### src/rtl/trap_ctrl_pkg.sv
// instructions: shared CSR view types plus trap sequencer constants and state enum
package instructions;
    typedef struct packed {
        logic [18:0] hi;
        logic [1:0]  mpp;
        logic [2:0]  rsv_10_8;
        logic        mpie;
        logic [2:0]  rsv_6_4;
        logic        mie;
        logic [2:0]  rsv_2_0;
    } mstatus_t;
    typedef struct packed {
        logic [29:0] base;
        logic [1:0]  mode;
    } mtvec_t;
    typedef enum logic [1:0] {PRIV_U = 2'd0, PRIV_S = 2'd1, PRIV_M = 2'd3} privilege_t;
    localparam logic [4:0]  CAUSE_MSI  = 5'd3;
    localparam logic [4:0]  CAUSE_MTI  = 5'd7;
    localparam logic [4:0]  CAUSE_MEI  = 5'd11;
    localparam logic [11:0] CSR_MCAUSE = 12'h342;
    localparam logic [31:0] IRQ_MASK   = 32'h0000_0888;
    typedef enum logic [2:0] {IDLE, ARM, ENTER, CAUSE, REDIR, RET} trap_state_t;
endpackage

### src/rtl/trap_ctrl_if.sv
// trap_ctrl_if: CSR-file views in, CSR strobes/write port and fetch redirect out
//   master: trap_ctrl side (drives irq_req, interrupt, return_from_interrupt, csr_*, redirect_*, busy)
//   slave:  core/CSR-file/fetch side
interface trap_ctrl_if;
    import instructions::*;
    mstatus_t    mstatus;
    logic [31:0] mie;
    logic [31:0] mip;
    mtvec_t      mtvec;
    logic [31:0] mepc;
    privilege_t  privilege;
    logic        boundary;
    logic        mret;
    logic        redirect_ready;
    logic        irq_req;
    logic        interrupt;
    logic        return_from_interrupt;
    logic        csr_wr;
    logic [11:0] csr_addr;
    logic [31:0] csr_wdata;
    logic        redirect_valid;
    logic [31:0] redirect_pc;
    logic        busy;
    modport master (
        input  mstatus, mie, mip, mtvec, mepc, privilege, boundary, mret, redirect_ready,
        output irq_req, interrupt, return_from_interrupt, csr_wr, csr_addr, csr_wdata,
               redirect_valid, redirect_pc, busy
    );
    modport slave (
        output mstatus, mie, mip, mtvec, mepc, privilege, boundary, mret, redirect_ready,
        input  irq_req, interrupt, return_from_interrupt, csr_wr, csr_addr, csr_wdata,
               redirect_valid, redirect_pc, busy
    );
endinterface

### src/rtl/trap_ctrl_irq_prio.sv
// irq_prio: fixed-priority encoder MEI > MSI > MTI over the pending vector
//   p in 32 pending vector; valid out 1 any source pending; cause out 5 winning code
module irq_prio
    import instructions::*;
(
    input  logic [31:0] p,
    output logic        valid,
    output logic [4:0]  cause
);
    logic unused;
    assign unused = ^p;
    assign valid  = p[11] | p[3] | p[7];
    assign cause  = p[11] ? CAUSE_MEI : p[3] ? CAUSE_MSI : p[7] ? CAUSE_MTI : 5'd0;
endmodule

### src/rtl/trap_ctrl.sv
// trap_ctrl: machine-mode trap entry / MRET sequencer in front of the CSR file
//   clk, rst_n (async active-low); bus: trap_ctrl_if.master
//   RESET_PC: redirect_pc out of reset; optional TRAP_VECTORED_EN enables mtvec vectored mode
module trap_ctrl
    import instructions::*;
#(
    parameter logic [31:0] RESET_PC = 32'h0000_0000
) (
    input logic         clk,
    input logic         rst_n,
    trap_ctrl_if.master bus
);
    trap_state_t state, state_n;
    logic [4:0]  cause, cause_n, win;
    logic [31:0] rpc, rpc_n, handler;
    logic        pend, take, unused;
    irq_prio u_prio (.p(bus.mip & bus.mie & IRQ_MASK), .valid(pend), .cause(win));
    assign take = pend & (bus.mstatus.mie | (bus.privilege != PRIV_M));
`ifdef TRAP_VECTORED_EN
    assign handler = {bus.mtvec.base, 2'b00} + ((bus.mtvec.mode == 2'b01) ? {25'b0, cause, 2'b00} : 32'd0);
`else
    assign handler = {bus.mtvec.base, 2'b00};
`endif
    assign unused = ^{bus.mstatus, bus.mtvec, bus.mepc[1:0]};
    always_ff @(posedge clk or negedge rst_n) begin
        if (!rst_n) begin
            state <= IDLE;
            cause <= 5'd0;
            rpc   <= RESET_PC;
        end else begin
            state <= state_n;
            cause <= cause_n;
            rpc   <= rpc_n;
        end
    end
    always_comb begin
        state_n = state;
        cause_n = cause;
        rpc_n   = rpc;
        case (state)
            IDLE:  state_n = (bus.boundary && bus.mret) ? RET : take ? ARM : IDLE;
            ARM: if (bus.boundary) begin
                state_n = take ? ENTER : IDLE;
                cause_n = take ? win : cause;
            end
            ENTER: state_n = CAUSE;
            CAUSE: begin
                state_n = REDIR;
                rpc_n   = handler;
            end
            REDIR: state_n = bus.redirect_ready ? IDLE : REDIR;
            RET: begin
                state_n = REDIR;
                rpc_n   = {bus.mepc[31:2], 2'b00};
            end
            default: state_n = IDLE;
        endcase
    end
    assign bus.irq_req               = state == ARM;
    assign bus.interrupt             = state == ENTER;
    assign bus.return_from_interrupt = state == RET;
    assign bus.csr_wr                = state == CAUSE;
    assign bus.csr_addr              = bus.csr_wr ? CSR_MCAUSE : 12'd0;
    assign bus.csr_wdata             = bus.csr_wr ? {1'b1, 26'b0, cause} : 32'd0;
    assign bus.redirect_valid        = state == REDIR;
    assign bus.redirect_pc           = rpc;
    assign bus.busy                  = state != IDLE;
endmodule

### src/flat_wrapper.sv
// flat-port wrapper written by rule: the top's interface ports become plain ports
module trap_ctrl_flat import instructions::*;
#(
    parameter logic [31:0] RESET_PC = 32'h0000_0000
)
  (clk, rst_n, bus_mstatus, bus_mie, bus_mip, bus_mtvec, bus_mepc, bus_privilege, bus_boundary, bus_mret, bus_redirect_ready, bus_irq_req, bus_interrupt, bus_return_from_interrupt, bus_csr_wr, bus_csr_addr, bus_csr_wdata, bus_redirect_valid, bus_redirect_pc, bus_busy);
  trap_ctrl_if bus_i ();
  input logic clk;
  input logic rst_n;
  input wire logic [$bits(bus_i.mstatus)-1:0] bus_mstatus;
  input wire logic [$bits(bus_i.mie)-1:0] bus_mie;
  input wire logic [$bits(bus_i.mip)-1:0] bus_mip;
  input wire logic [$bits(bus_i.mtvec)-1:0] bus_mtvec;
  input wire logic [$bits(bus_i.mepc)-1:0] bus_mepc;
  input wire logic [$bits(bus_i.privilege)-1:0] bus_privilege;
  input wire logic [$bits(bus_i.boundary)-1:0] bus_boundary;
  input wire logic [$bits(bus_i.mret)-1:0] bus_mret;
  input wire logic [$bits(bus_i.redirect_ready)-1:0] bus_redirect_ready;
  output wire logic [$bits(bus_i.irq_req)-1:0] bus_irq_req;
  output wire logic [$bits(bus_i.interrupt)-1:0] bus_interrupt;
  output wire logic [$bits(bus_i.return_from_interrupt)-1:0] bus_return_from_interrupt;
  output wire logic [$bits(bus_i.csr_wr)-1:0] bus_csr_wr;
  output wire logic [$bits(bus_i.csr_addr)-1:0] bus_csr_addr;
  output wire logic [$bits(bus_i.csr_wdata)-1:0] bus_csr_wdata;
  output wire logic [$bits(bus_i.redirect_valid)-1:0] bus_redirect_valid;
  output wire logic [$bits(bus_i.redirect_pc)-1:0] bus_redirect_pc;
  output wire logic [$bits(bus_i.busy)-1:0] bus_busy;
  assign bus_i.mstatus = bus_mstatus;
  assign bus_i.mie = bus_mie;
  assign bus_i.mip = bus_mip;
  assign bus_i.mtvec = bus_mtvec;
  assign bus_i.mepc = bus_mepc;
  assign bus_i.privilege = bus_privilege;
  assign bus_i.boundary = bus_boundary;
  assign bus_i.mret = bus_mret;
  assign bus_i.redirect_ready = bus_redirect_ready;
  assign bus_irq_req = bus_i.irq_req;
  assign bus_interrupt = bus_i.interrupt;
  assign bus_return_from_interrupt = bus_i.return_from_interrupt;
  assign bus_csr_wr = bus_i.csr_wr;
  assign bus_csr_addr = bus_i.csr_addr;
  assign bus_csr_wdata = bus_i.csr_wdata;
  assign bus_redirect_valid = bus_i.redirect_valid;
  assign bus_redirect_pc = bus_i.redirect_pc;
  assign bus_busy = bus_i.busy;
  trap_ctrl #(.RESET_PC(RESET_PC)) u_core (.clk(clk), .rst_n(rst_n), .bus(bus_i));
endmodule
### config.mk
export PLATFORM = sky130hd
export DESIGN_NAME = trap_ctrl_flat
export DESIGN_NICKNAME = d
export VERILOG_FILES = /design/src/rtl/trap_ctrl_pkg.sv /design/src/rtl/trap_ctrl_if.sv /design/src/rtl/trap_ctrl_irq_prio.sv /design/src/rtl/trap_ctrl.sv /design/src/flat_wrapper.sv
export SDC_FILE = /design/constraint.sdc
export NUM_CORES = 1
export LEC_CHECK = 0
export CAP_MARGIN = 15
export CELL_PAD_IN_SITES_DETAIL_PLACEMENT = 1
export CELL_PAD_IN_SITES_GLOBAL_PLACEMENT = 1
export CORE_UTILIZATION = 18
export DETAILED_ROUTE_END_ITERATION = 10
export GPL_TIMING_DRIVEN = 0
export PLACE_DENSITY_LB_ADDON = 0.1
export SLEW_MARGIN = 20
export SYNTH_ARGS = -nofsm -noshare
export SYNTH_HDL_FRONTEND = slang
export SYNTH_HIERARCHICAL = 1
export SYNTH_SLANG_ARGS = --single-unit
### constraint.sdc
create_clock -name clk -period 1.96 [get_ports clk]
set_input_delay 0.294 -clock clk [delete_from_list [all_inputs] [get_ports clk]]
set_output_delay 0.294 -clock clk [all_outputs]
set_load 0.005 [all_outputs]
==> results.sh <==
export IMPL_status="finished clean"
export IMPL_detailedRoute_firstIterationViolations=33
export IMPL_clock_power_share_pct=20.4
export IMPL_synth_largest_area_cell="sky130_fd_sc_hd__dfrtp_1"
export IMPL_number_of_buffers_created_by_cts=5
export IMPL_core_um2=12010
export IMPL_synth_top_cells_by_area="sky130_fd_sc_hd__dfrtp_1 43%, sky130_fd_sc_hd__buf_4 15%, sky130_fd_sc_hd__mux2i_1 14%"
export IMPL_die_w_um=113.0
export IMPL_number_of_different_library_cells_in_the_post_synthesis_netlist=26
export IMPL_grt_pass1_wl_um=11390
export IMPL_critPathRequiredTime_ps=1670
export IMPL_first_pass_iters=4
export IMPL_portBuffers=119
export IMPL_wl_um=7255
export IMPL_grt_max_degree=23
export IMPL_mostFrequentLayoutCells="103 x sky130_fd_sc_hd__clkdlybuf4s50_1, 56 x sky130_fd_sc_hd__buf_4, 38 x sky130_fd_sc_hd__dfrtp_1"
export IMPL_routed_via_density=3.814
export IMPL_slowest_delay_ps=520
export IMPL_cts_htree_levels=2
export IMPL_ioPinCount=249
export IMPL_critPathArrivalTime_ps=1570
export IMPL_vdd_ir_drop_worst_mv=0.3565
export IMPL_die_height_um=113.0
export IMPL_syn_area_per_cell_um2=9.903
export IMPL_path_clk_slew_ps=60
export IMPL_drc_errors=0
export IMPL_clock_network_latency_to_the_later_pin_of_the_worst_skew_pair_ps=280
export IMPL_synthesis_yosys_warnings=6
export IMPL_detailed_place_hpwl_um=5398
export IMPL_switching_share_pct=30.57
export IMPL_crit_reg2reg_launch="u_core/state[1]"
export IMPL_skew_ps=7.608
export IMPL_destination_of_the_worst_register_to_register_timing_path="u_core/bus.redirect_pc[27]"
export IMPL_die_area_um2=12770
export IMPL_combinational_group_share_of_total_power_pct=48.6
export IMPL_cts_buffer_depth=2
export IMPL_finish_net_count=567
export IMPL_period_minus_ws_final_ps=1860
export IMPL_worst_slack_ps=99.93
export IMPL_timing_fmax_mhz=537.6
export IMPL_synth_largest_type_area_fraction_pct=42.87
export IMPL_seqCellArea_um2=950.9
export IMPL_rr_worst_depth=5
export IMPL_multi_input_area_um2=988.4
export IMPL_antenna_found_initial=0
export IMPL_power_static_leakage_nw=2.060
export IMPL_grt_setup_unrepaired="no"
export IMPL_most_frequent_standard_cell_in_the_layout_excluding_fill_and_tap_cells="sky130_fd_sc_hd__clkdlybuf4s50_1"
export IMPL_ff2ff_setup_slack_ps=380
export IMPL_pwr_share_seq_pct=31.1
export IMPL_timing_critical_path_buf_inv=3
export IMPL_vias=2090
export IMPL_setup_viol=0
export IMPL_dp_worst_setup_slack_ps=-350.9
export IMPL_max_cap_violations=0
export IMPL_p_per_area_nw_per_um2=1090
export IMPL_gr_total_overflow=0
export IMPL_initial_utilization_pct=18.47
export IMPL_cp_top_family="buffers and inverters"
export IMPL_postSynthCellCount=224
export IMPL_path_max_fanout=6
export IMPL_netlist_area_um2=2218
export IMPL_clock_tree_from_tritoncts="yes"
export IMPL_routabilityCongestion=0.6769
export IMPL_std_cell_rows=40
export IMPL_slew_viol_final=0
export IMPL_gr_usage_all_layers_pct=11.42
export IMPL_hold_class="in2async"
export IMPL_placedInstanceArea_um2=3740
export IMPL_power_switching_mw=1.344
export IMPL_antenna_left=0
export IMPL_worstSetupPathType="reg2out"
export IMPL_library_cell_contributing_the_largest_single_delay_on_the_critical_path="sky130_fd_sc_hd__clkdlybuf4s50_1"
export IMPL_drive_gt1_share_pct=23.94
export IMPL_yosys_reg_bits=38
export IMPL_synthToLayoutAreaGrowth_pct=81.84
export IMPL_fillerInstances=1412
export IMPL_final_period_utilization_pct=94.90
export IMPL_synth_sequential_area_ratio_pct=42.87
export IMPL_clk_root_buffer_cell="sky130_fd_sc_hd__clkbuf_16"
export IMPL_grt_pass1_vias=2237
export IMPL_antenna_cells_inserted=0
export IMPL_timing_critical_path_cells="buf_6 > buf_4 > nor3b_2 > clkdlybuf4s50_1"
export IMPL_setup_worst_path_start_class="flip-flop"
export IMPL_timing_critical_path_to_type="output pin"
export IMPL_internal_power_mw=3.053
export IMPL_avgRoutedWirePerCell_um=13.24
export IMPL_fin_area_um2=4034
export IMPL_tritoncts_num_sinks=38
export IMPL_timing_final_hold_violations=0
export IMPL_total_power_mw=4.397
through the flow:
| step | utilization (%) | hold WS [ps] | TNS, ps | instances |
|---|---|---|---|---|
| after floorplan | - | -1.591 | 0 | 259 |
| after global placement | 31.01 | 486.9 | -29730 | 525 |
| after detailed placement | 31.14 | 273.0 | -3878 | 526 |
| after CTS | 33.33 | 504.2 | -12.76 | 543 |
| after global routing | 33.58 | 519.2 | 0 | 548 |
| final | 33.58 | 498.7 | 0 | 548 |
sequential cells by signal (all words and copies together), names as in the netlist:
register                cells
u_core/cause                5
u_core/bus.redirect_pc     30
u_core/state                3
worst max path at each step:
stage | from | to | slack [ps] | cells past startpoint
finish | u_core/state[2] | bus_redirect_valid | 100 | 4
floorplan | u_core/state[2] | bus_csr_wdata[0] | 360 | 5
detailed placement | u_core/state[2] | bus_csr_wdata[1] | -350 | 6
CTS | u_core/state[2] | bus_interrupt | -10 | 5
global route | u_core/state[2] | bus_redirect_valid | 7 | 4
global placement | rst_n | u_core/bus.redirect_pc[22] | -690 | 1
metal layers:
layer	vias to the layer above	GRT usage, %	wire length, um
met4	0	2.105	47
met1	961	13.39	3014
li1	1023	-	-
met5	-	0	0
met3	5	5.410	862
met2	101	19.10	3331
Yosys cell counts:
master                      n
sky130_fd_sc_hd__o21ai_0   29
sky130_fd_sc_hd__or3_1      3
sky130_fd_sc_hd__buf_4     45
sky130_fd_sc_hd__nand4_2    1
sky130_fd_sc_hd__nor3b_1    2
sky130_fd_sc_hd__nor2_1     1
sky130_fd_sc_hd__mux2_2     5
sky130_fd_sc_hd__nand2b_1   1
sky130_fd_sc_hd__a21oi_1    1
sky130_fd_sc_hd__or3b_1     1
sky130_fd_sc_hd__and3b_1    1
sky130_fd_sc_hd__inv_1      2
sky130_fd_sc_hd__a32oi_1    1
sky130_fd_sc_hd__and2_1    10
sky130_fd_sc_hd__xor2_1     1
sky130_fd_sc_hd__nand2_1   32
sky130_fd_sc_hd__mux2i_1   30
sky130_fd_sc_hd__o21ai_1    2
sky130_fd_sc_hd__conb_1     2
sky130_fd_sc_hd__buf_2      5
sky130_fd_sc_hd__a311oi_1   1
sky130_fd_sc_hd__buf_6      4
sky130_fd_sc_hd__nor3b_4    1
sky130_fd_sc_hd__nand3b_1   2
sky130_fd_sc_hd__dfrtp_1   38
sky130_fd_sc_hd__clkbuf_1   3
area by class of cell:
cell class              instances  area share, %
repair inverters                1         0.1861
plain buffers                  56          10.70
flip-flops and latches         38          23.57
clock buffers                   8          4.125
well taps                     147          4.560
inverters                       2         0.2792
repair buffers                134          32.07
multi-input cells             162          24.50
what timing repair did:
action	in CTS	in global routing
hold endpoints to repair	16	0
gates cloned	1	0
endpoints found under the setup margin	12	12
setup buffers	8	5
hold buffers	1	0
gates resized for setup	30	10
pin swaps	1	1
logic make-up after synthesis:
family	after synthesis	synth area share (%)
flip-flops	38	42.87
AND/OR/NAND/NOR	55	13.09
buffers and inverters	59	19.23
XOR/XNOR	1	0.3949
AO/OA/AOI/OAI	34	8.009
multiplexers	35	16.07
other	2	0.3385
power groups by stage:
stage	combinational (mW)	sequential [mW]	clock, mW
after global routing	2.38	1.42	0.971
after global placement	2.04	1.36	0
after floorplan	0.861	1.38	0
after CTS	2.14	1.38	0.933
after detailed placement	2.05	1.38	0
final	2.14	1.37	0.895
worst register-to-register path, delay by kind of cell (launching register included):
family,cells,cell delay (ps)
flip-flops,1,370
buffers and inverters,3,650
AO/OA/AOI/OAI,1,170
AND/OR/NAND/NOR,1,250
No activity file was read; power rests on OpenSTA's default activity.
